$ cat src/rtl/array_west_feeder_pkg.sv
// Shared instruction codes, FSM states and helpers for the west-edge feeder.
// Used by array_west_feeder and array_west_feeder_skew_line.
package array_west_feeder_pkg;

  localparam logic [1:0] INST_IDLE = 2'b00;
  localparam logic [1:0] INST_LOAD = 2'b01;
  localparam logic [1:0] INST_EXEC = 2'b10;

  typedef enum logic [2:0] {
    S_IDLE,
    S_LOAD,
    S_GAP,
    S_EXEC,
    S_DRAIN
  } feeder_state_e;

  function automatic int drain_cycles(int rows, int cols, bit skew);
    return skew ? rows + cols : cols;
  endfunction

endpackage

$ cat src/rtl/array_west_feeder_if.sv
// L0 vector stream into the west feeder: valid/ready handshake.
// master = L0 buffer side, slave = feeder side.
interface array_west_feeder_if #(
  parameter int row = 8,
  parameter int bw  = 4
);

  logic [row*bw-1:0] in_data;
  logic              in_valid;
  logic              in_ready;

  modport master (
    output in_data,
    output in_valid,
    input  in_ready
  );

  modport slave (
    input  in_data,
    input  in_valid,
    output in_ready
  );

endinterface

$ cat src/rtl/array_west_feeder_skew_line.sv
// Per-row delay line: depth registers, synchronous active-high clear.
// Builds the diagonal wavefront on the west edge of the array.
module array_west_feeder_skew_line #(
  parameter int depth = 1,
  parameter int width = 1
) (
  input  logic             clk,
  input  logic             reset,
  input  logic [width-1:0] d_i,
  output logic [width-1:0] q_o
);

  logic [width-1:0] pipe_q [depth];

  always_ff @(posedge clk) begin
    if (reset) begin
      for (int i = 0; i < depth; i++) begin
        pipe_q[i] <= '0;
      end
    end else begin
      pipe_q[0] <= d_i;
      for (int i = 1; i < depth; i++) begin
        pipe_q[i] <= pipe_q[i-1];
      end
    end
  end

  assign q_o = pipe_q[depth-1];

endmodule

$ cat src/rtl/array_west_feeder.sv
// West-edge feeder: kernel load then execute, skewed per row.
// FEEDER_SKEW_EN: row r delayed r cycles; otherwise all rows share row 0.
module array_west_feeder
  import array_west_feeder_pkg::*;
#(
  parameter int bw     = 4,
  parameter int row    = 8,
  parameter int col    = 8,
  parameter int len_bw = 8
) (
  input  logic                  clk,
  input  logic                  reset,
  input  logic                  start,
  input  logic [len_bw-1:0]     num_vec,
  array_west_feeder_if.slave    l0,
  output logic [row*bw-1:0]     out_w,
  output logic [2*row-1:0]      inst_w,
  output logic                  busy,
  output logic                  done
);

`ifdef FEEDER_SKEW_EN
  localparam bit SKEW = 1'b1;
`else
  localparam bit SKEW = 1'b0;
`endif

  localparam int DRAIN_LEN = drain_cycles(row, col, SKEW);
  localparam int DW = $clog2(DRAIN_LEN + 1);
  localparam logic [len_bw-1:0] COL_LAST = len_bw'(col - 1);
  localparam logic [DW-1:0] DRAIN_LAST = DW'(DRAIN_LEN - 1);

  feeder_state_e     state_q, state_d;
  logic [len_bw-1:0] cnt_q, cnt_d;
  logic [len_bw-1:0] num_q, num_d;
  logic [DW-1:0]     dcnt_q, dcnt_d;
  logic [row*bw-1:0] data0_q, data0_d;
  logic [1:0]        inst0_q, inst0_d;
  logic              rdy_q;
  logic              busy_q;
  logic              done_q, done_d;
  logic              xfer;

  assign xfer = l0.in_valid & rdy_q;

  always_comb begin
    state_d = state_q;
    cnt_d   = cnt_q;
    num_d   = num_q;
    dcnt_d  = dcnt_q;
    data0_d = data0_q;
    inst0_d = INST_IDLE;
    done_d  = 1'b0;
    unique case (state_q)
      S_IDLE: begin
        if (start) begin
          num_d   = num_vec;
          cnt_d   = '0;
          state_d = S_LOAD;
        end
      end
      S_LOAD: begin
        if (xfer) begin
          inst0_d = INST_LOAD;
          data0_d = l0.in_data;
          if (cnt_q == COL_LAST) begin
            cnt_d   = '0;
            state_d = S_GAP;
          end else begin
            cnt_d = cnt_q + len_bw'(1);
          end
        end
      end
      S_GAP: begin
        dcnt_d  = '0;
        state_d = (num_q == '0) ? S_DRAIN : S_EXEC;
      end
      S_EXEC: begin
        if (xfer) begin
          inst0_d = INST_EXEC;
          data0_d = l0.in_data;
          // compare against num-1 so the all-ones count never wraps
          if (cnt_q == num_q - len_bw'(1)) begin
            dcnt_d  = '0;
            state_d = S_DRAIN;
          end else begin
            cnt_d = cnt_q + len_bw'(1);
          end
        end
      end
      S_DRAIN: begin
        if (dcnt_q == DRAIN_LAST) begin
          done_d  = 1'b1;
          state_d = S_IDLE;
        end else begin
          dcnt_d = dcnt_q + DW'(1);
        end
      end
      default: state_d = S_IDLE;
    endcase
  end

  always_ff @(posedge clk) begin
    if (reset) begin
      state_q <= S_IDLE;
      cnt_q   <= '0;
      num_q   <= '0;
      dcnt_q  <= '0;
      data0_q <= '0;
      inst0_q <= INST_IDLE;
      rdy_q   <= 1'b0;
      busy_q  <= 1'b0;
      done_q  <= 1'b0;
    end else begin
      state_q <= state_d;
      cnt_q   <= cnt_d;
      num_q   <= num_d;
      dcnt_q  <= dcnt_d;
      data0_q <= data0_d;
      inst0_q <= inst0_d;
      rdy_q   <= (state_d == S_LOAD) || (state_d == S_EXEC);
      busy_q  <= (state_d != S_IDLE);
      done_q  <= done_d;
    end
  end

  assign l0.in_ready = rdy_q;
  assign busy        = busy_q;
  assign done        = done_q;

`ifdef FEEDER_SKEW_EN
  for (genvar r = 0; r < row; r++) begin : g_row
    if (r == 0) begin : g_head
      assign out_w[0 +: bw] = data0_q[0 +: bw];
      assign inst_w[0 +: 2] = inst0_q;
    end else begin : g_skew
      logic [bw+1:0] lane;
      array_west_feeder_skew_line #(
        .depth(r),
        .width(bw + 2)
      ) u_skew (
        .clk  (clk),
        .reset(reset),
        .d_i  ({inst0_q, data0_q[r*bw +: bw]}),
        .q_o  (lane)
      );
      assign out_w[r*bw +: bw] = lane[bw-1:0];
      assign inst_w[2*r +: 2]  = lane[bw +: 2];
    end
  end
`else
  assign out_w  = data0_q;
  assign inst_w = {row{inst0_q}};
`endif

endmodule

$ cat src/flat_wrapper.sv
// flat-port wrapper written by rule: the top's interface ports become plain ports
module array_west_feeder_flat import array_west_feeder_pkg::*;
#(
  parameter int bw     = 4,
  parameter int row    = 8,
  parameter int col    = 8,
  parameter int len_bw = 8
)
  (clk, reset, start, num_vec, out_w, inst_w, busy, done, l0_in_data, l0_in_valid, l0_in_ready);
  array_west_feeder_if #(.row(row), .bw(bw)) l0_i ();
  input  logic clk;
  input  logic reset;
  input  logic start;
  input  logic [len_bw-1:0] num_vec;
  output logic [row*bw-1:0] out_w;
  output logic [2*row-1:0] inst_w;
  output logic busy;
  output logic done;
  input wire logic [$bits(l0_i.in_data)-1:0] l0_in_data;
  input wire logic [$bits(l0_i.in_valid)-1:0] l0_in_valid;
  output wire logic [$bits(l0_i.in_ready)-1:0] l0_in_ready;
  assign l0_i.in_data = l0_in_data;
  assign l0_i.in_valid = l0_in_valid;
  assign l0_in_ready = l0_i.in_ready;
  array_west_feeder #(.bw(bw), .row(row), .col(col), .len_bw(len_bw)) u_core (.clk(clk), .reset(reset), .start(start), .num_vec(num_vec), .l0(l0_i), .out_w(out_w), .inst_w(inst_w), .busy(busy), .done(done));
endmodule
$ cat config.mk
export PLATFORM = sky130hd
export DESIGN_NAME = array_west_feeder_flat
export DESIGN_NICKNAME = d
export VERILOG_FILES = /design/src/rtl/array_west_feeder_pkg.sv /design/src/rtl/array_west_feeder_if.sv /design/src/rtl/array_west_feeder_skew_line.sv /design/src/rtl/array_west_feeder.sv /design/src/flat_wrapper.sv
export SDC_FILE = /design/constraint.sdc
export NUM_CORES = 1
export LEC_CHECK = 0
export ABC_AREA = 1
export CORE_MARGIN = 2
export CORE_UTILIZATION = 50
export DETAILED_ROUTE_END_ITERATION = 7
export GPL_TIMING_DRIVEN = 0
export PLACE_DENSITY = 0.85
export SLEW_MARGIN = 10
export SYNTH_ARGS = -nofsm -noshare
export SYNTH_HDL_FRONTEND = slang
export SYNTH_SLANG_ARGS = --single-unit
$ cat constraint.sdc
create_clock -name clk -period 2.9 [get_ports clk]
set_input_delay 0.87 -clock clk [delete_from_list [all_inputs] [get_ports clk]]
set_output_delay 0.87 -clock clk [all_outputs]
set_load 0.01 [all_outputs]
# Word level (Yosys, flattened, before mapping)
# Index checks and enable logic that the tools add are counted.
classes:
  add_sub_neg: 3
  eq_ne: 15
  muxes: 22
  bitwise: 2
  n_reduce_logical: 12
ops:
  columns: ["op", "count"]
  rows:
  - ["8-bit 2-to-1 mux", 5]
  - ["8-bit one-hot mux with 3 select lines", 1]
  - ["3-bit 2-to-1 mux", 7]
  - ["3-bit one-hot mux with 5 select lines", 1]
  - ["4-bit 2-to-1 mux", 3]
  - ["4-bit one-hot mux with 3 select lines", 1]
  - ["3-bit by 2-bit equality test with 1-bit output, second input constant", 3]
  - ["3-bit nonzero test", 3]
  - ["8-bit by 1-bit adder with 8-bit output, second input constant", 1]
  - ["8-bit by 3-bit equality test with 1-bit output, second input constant", 1]
  - ["8-bit equality test", 1]
  - ["8-bit logical NOT", 1]
  - ["8-bit by 1-bit subtractor with 8-bit output, second input constant", 1]
  - ["3-bit by 1-bit equality test with 1-bit output, second input constant", 2]
  - ["2-bit by 1-bit inequality test with 1-bit output, second input constant", 3]
  - ["2-bit inequality test, second input constant", 3]
  - ["5-bit AND reduction", 1]
  - ["4-bit by 1-bit adder with 4-bit output, second input constant", 1]
  - ["4-bit by 3-bit equality test with 1-bit output, second input constant", 1]
  - ["2-bit one-hot mux with 2 select lines", 1]
  - ["2-bit AND reduction", 2]
  - ["4-bit AND reduction", 1]
  - ["2-bit OR reduction", 2]
  - ["3-bit equality test, second input constant", 1]
  - ["6 further kinds", 7]
totals:
  reg_bits: 60
  in_bits: 44
  output_inout_bits: 51
  wordCells: 63

# Depth between registers and ports, before layout
logic_depth:
  ltp_word: 7
  mapped_depth: 16
  mapped_depth_nobuf: 15

# Least setup slack after synthesis
# OpenSTA, ideal clock, no wires.
synth_timing:
  path_kind: "input -> register"
  from: "input port l0_in_valid"
  to: "register u_core.cnt_q[0]"
  setup_ns: 0.132
  t_arrival_ns: 1.678
  required_ns: 2.768
  path_slack_ns: 1.090
  path_stages: 11
  n_path_buf: 1
  path_cell_list: "nand2_1 inv_1 nand2_1 nand2_2 inv_2 nand2_1 nand2_2 buf_6 nand2_1 o21ai_1 nor2_1"
synth_via:
  elab_chain_cells: 3
  elab_cells_between_ends: 4
  classes_between: "eq/ne (2); bitwise (1); reduce/logical (1)"
synth_lines:
  columns: ["item", "line", "text"]
  rows:
  - ["start, declared", "flat_wrapper.sv:20", "input wire logic [$bits(l0_i.in_valid)-1:0] l0_in_valid;"]
  - ["1-bit bitwise AND (*)", "array_west_feeder.sv:44", "assign xfer = l0.in_valid & rdy_q;"]
  - ["2-bit by 1-bit inequality test with 1-bit output (no line)", null, null]
  - ["5-bit AND reduction (no line) (*)", null, null]
  - ["end signal, assigned", "array_west_feeder.sv:116", "cnt_q <= cnt_d;"]
  - ["end, declared", "array_west_feeder.sv:34", "logic [len_bw-1:0] cnt_q, cnt_d;"]
# Every way passes the cells marked *; elsewhere a longest branch is shown, timed or not.
# A chain may end at the register's enable or synchronous reset.

# Final worst setup path
layout_timing:
  from: "register u_core.inst0_q[0]"
  to: "output port inst_w[4]"
layout_rtl:
  columns: ["item", "line", "text"]
  rows:
  - ["start, declared", "array_west_feeder.sv:38", "logic [1:0] inst0_q, inst0_d;"]
  - ["start signal, assigned", "array_west_feeder.sv:120", "inst0_q <= inst0_d;"]
  - ["end, declared", "flat_wrapper.sv:16", "output logic [2*row-1:0] inst_w;"]
# No word-level cell between the ends.

==> results.py <==
metrics = {
    "run_status": {
        "status": "completed",
    },
    "synthesis": {
        "yosys-top-cells-count": "nor2_1 (93), nand2_1 (61), dfxtp_1 (60), o21ai_0 (43), inv_1 (32)",
        "syn_area_per_cell_um2": 6.98,
        "synth.area.top_cells": "dfxtp_1 (41%), nor2_1 (12%), nand2_1 (7.8%), o21ai_0 (7.4%), inv_1 (4.1%)",
        "synth_top_cell_by_area": "dfxtp_1",
        "yosysWarnings": 0,
        "synthXorXnorAreaFrac_pct": 3.00,
        "synth_cells": 418,
        "yosysMostFrequentCell": "nor2_1",
        "yosys.area_share.simple_pct": 30.5,
        "yosys.area_share.adder_pct": 1.72,
        "synthMuxAreaShare_pct": 0,
        "ys_types": 27,
        "synth-main-ff-cell": "dfxtp_1",
        "synth_compound_area_share_pct": 13.1,
        "syn-num-nets": 466,
        "synth_top_family_by_area": "simple AND/OR/NAND/NOR gates",
        "netlist.area_leader.share_pct": 41.2,
        "synth_edf_count": 0,
        "seq_area_frac_synth_pct": 41.2,
        "syn_area_mm2": 0.00292,
        "async_flop_share_pct": 0,
        "ys_seq_elements": 60,
    },
    "power": {
        "power_density_mw_per_mm2": 484,
        "ir_drop_uv": 376,
        "total_power_mw": 2.01,
        "p_leak_nw": 1.77,
    },
    "sta": {
        "finalCritPeriodShare_pct": 80.5,
        "skew_ns": 0.0112,
        "hold_violations": 0,
        "worst_pin_slew_ns": 0.615,
        "whs_ns": 0.483,
        "slew_headroom_pct": 59.0,
        "setup_viol": 0,
        "finalSetupTns_ns": 0,
        "rsz0062_at_grt": "false",
        "slew_viol_final": 0,
        "final.setup.worst_slack_ns": 0.564,
        "fmax_mhz": 428,
        "fin_crit_ns": 2.34,
    },
    "route": {
        "wire_per_inst_um": 13.2,
        "final_antenna_net_count": 0,
        "dr_total_vias": 3094,
        "dr.pass1.iters": 5,
        "drt_wl_total_um": 7900,
        "drc_errors": 0,
        "dr.first_iter.drc_count": 322,
        "vias_per_cell": 5.17,
    },
    "placed_design": {
        "gp_congestion": 0.961,
        "port_buffers": 94,
        "dpl_worst_slack_ns": 0.423,
        "hpwlAfterDp_um": 5710,
    },
    "critical_path": {
        "critPathCaptureType": "primary output",
        "rrSetupSlack_ns": 0.80,
        "startpoint_type": "flip-flop",
        "worstPathArrival_ns": 1.47,
        "crit_type": "flip-flop to primary output",
        "cp.required_ns": 2.03,
        "crit_fanout": 8,
    },
    "global_route": {
        "grt_start_max_net_pins": 11,
        "antenna_found_initial": 0,
        "track_usage_pct": 26.7,
        "grt_pass1_wl_um": 13400,
        "overflow": 0,
        "grt_pass1_vias": 2979,
    },
    "clock_tree": {
        "post-cts-setup-buffers": 0,
        "htreeDepth": 3,
        "tritoncts": "yes",
        "ctsHoldBuffers": 0,
        "cts_sinks": 60,
        "cts_buffer_depth": 2,
        "numCtsBuffers": 9,
        "clock_latency_ns": 0.34,
        "clkSlewWorstSetupHoldPaths_ns": 0.06,
        "root_buffer": "clkbuf_8",
        "cts_resized": 0,
    },
    "layout": {
        "syn_to_final_growth_pct": 42.5,
        "fillCellCount": 443,
        "fin_nets": 571,
        "drive_above_1_share_pct": 11.4,
        "insertedDiodeCount": 0,
    },
    "floorplan": {
        "start_util_pct": 52.3,
        "die_x_um": 80.4,
        "boundaryPins": 95,
        "core_mm2": 0.00557,
        "dieArea_mm2": 0.00646,
        "die_h_um": 80.4,
        "row_count": 27,
    },
    "job": {
        "drv_cap": 0,
    },
    "min_path": {
        "hold_class": "flip-flop to flip-flop",
    },
}
==> registers in the layout (all words and copies together), names as in the netlist <==
| register | count |
|---|---|
| u_core.out_w | 32 |
| u_core.cnt_q | 8 |
| u_core.num_q | 8 |
| u_core.dcnt_q | 4 |
| u_core.state_q | 3 |
| u_core.inst0_q | 2 |
| u_core.busy | 1 |
| u_core.done | 1 |
| u_core.l0.in_ready | 1 |
==> worst max-delay path, cell delays in order (launching register included) <==
cell and delay, ns:
dfxtp_1 0.45, buf_4 0.15, clkdlybuf4s50_1 0.53
==> final cells by class <==
type	instances	area [um^2]	area share, %
clock buffers	13	179	4.30
repair buffers	94	941	22.6
multi-input cells	292	1410	33.9
well taps	72	90.1	2.17
inverters	39	146	3.52
plain buffers	27	161	3.88
clock inverters	1	30.0	0.722
flip-flops and latches	60	1200	28.9
==> layer usage <==
metal | GRT usage [%] | wire (um) | up-vias
li1 | - | - | 1536
met1 | 31.2 | 3280 | 1393
met2 | 43.7 | 3600 | 147
met3 | 9.21 | 825 | 18
met4 | 12.5 | 194 | 0
met5 | 0 | 0 | -
==> final timing paths <==
check,end,depth (start not counted),startpoint
max,inst_w[4],2,u_core.inst0_q[0]
min,u_core.dcnt_q[1],2,u_core.dcnt_q[1]
max reg2reg,u_core.busy,15,u_core.num_q[1]
min reg2reg,u_core.dcnt_q[1],2,u_core.dcnt_q[1]
==> placed cells by master, fill, tap and decap left out <==
| cell | n |
|---|---|
| nor4_1 | 5 |
| o21ai_0 | 43 |
| clkbuf_8 | 13 |
| clkbuf_1 | 10 |
| nor2_4 | 1 |
| xnor2_1 | 3 |
| or2_2 | 2 |
| buf_1 | 2 |
| buf_4 | 14 |
| nor2_1 | 93 |
| a21oi_2 | 5 |
| bufinv_16 | 1 |
| nor2_2 | 8 |
| nand2_2 | 6 |
| o21bai_1 | 1 |
| nor3_1 | 2 |
| inv_1 | 32 |
| a21oi_1 | 20 |
| inv_2 | 7 |
| nand4_1 | 7 |
| nand3_1 | 19 |
| nand2_1 | 61 |
| o21ai_1 | 3 |
| clkdlybuf4s50_1 | 94 |
| xor2_1 | 7 |
| nor3_2 | 1 |
| ha_1 | 4 |
| nand3_2 | 1 |
| buf_6 | 1 |
| dfxtp_1 | 60 |
==> where the power goes <==
part	internal, mW	total [mW]	switching, mW
Sequential	0.857	0.885	0.0277
Clock	0.481	0.800	0.319
Combinational	0.153	0.328	0.174
Total	1.49	2.01	0.520
==> per-stage QoR <==
stage	utilization [%]	cells	area, um^2
global route	74.6	598	4160
CTS	74.6	598	4160
finish	74.6	598	4160
detailed placement	70.8	584	3950
global placement	70.8	584	3950
floorplan	-	418	2920
==> cells by family (layout without fill, tap and decap cells) <==
logic type,Yosys count,in the layout
AO/OA/AOI/OAI,72,72
flip-flops,60,60
buffers and inverters,66,174
XOR/XNOR,10,10
AND/OR/NAND/NOR,206,206
adder cells (fa/ha/maj),4,4
Power figures use the tool's default switching activity.
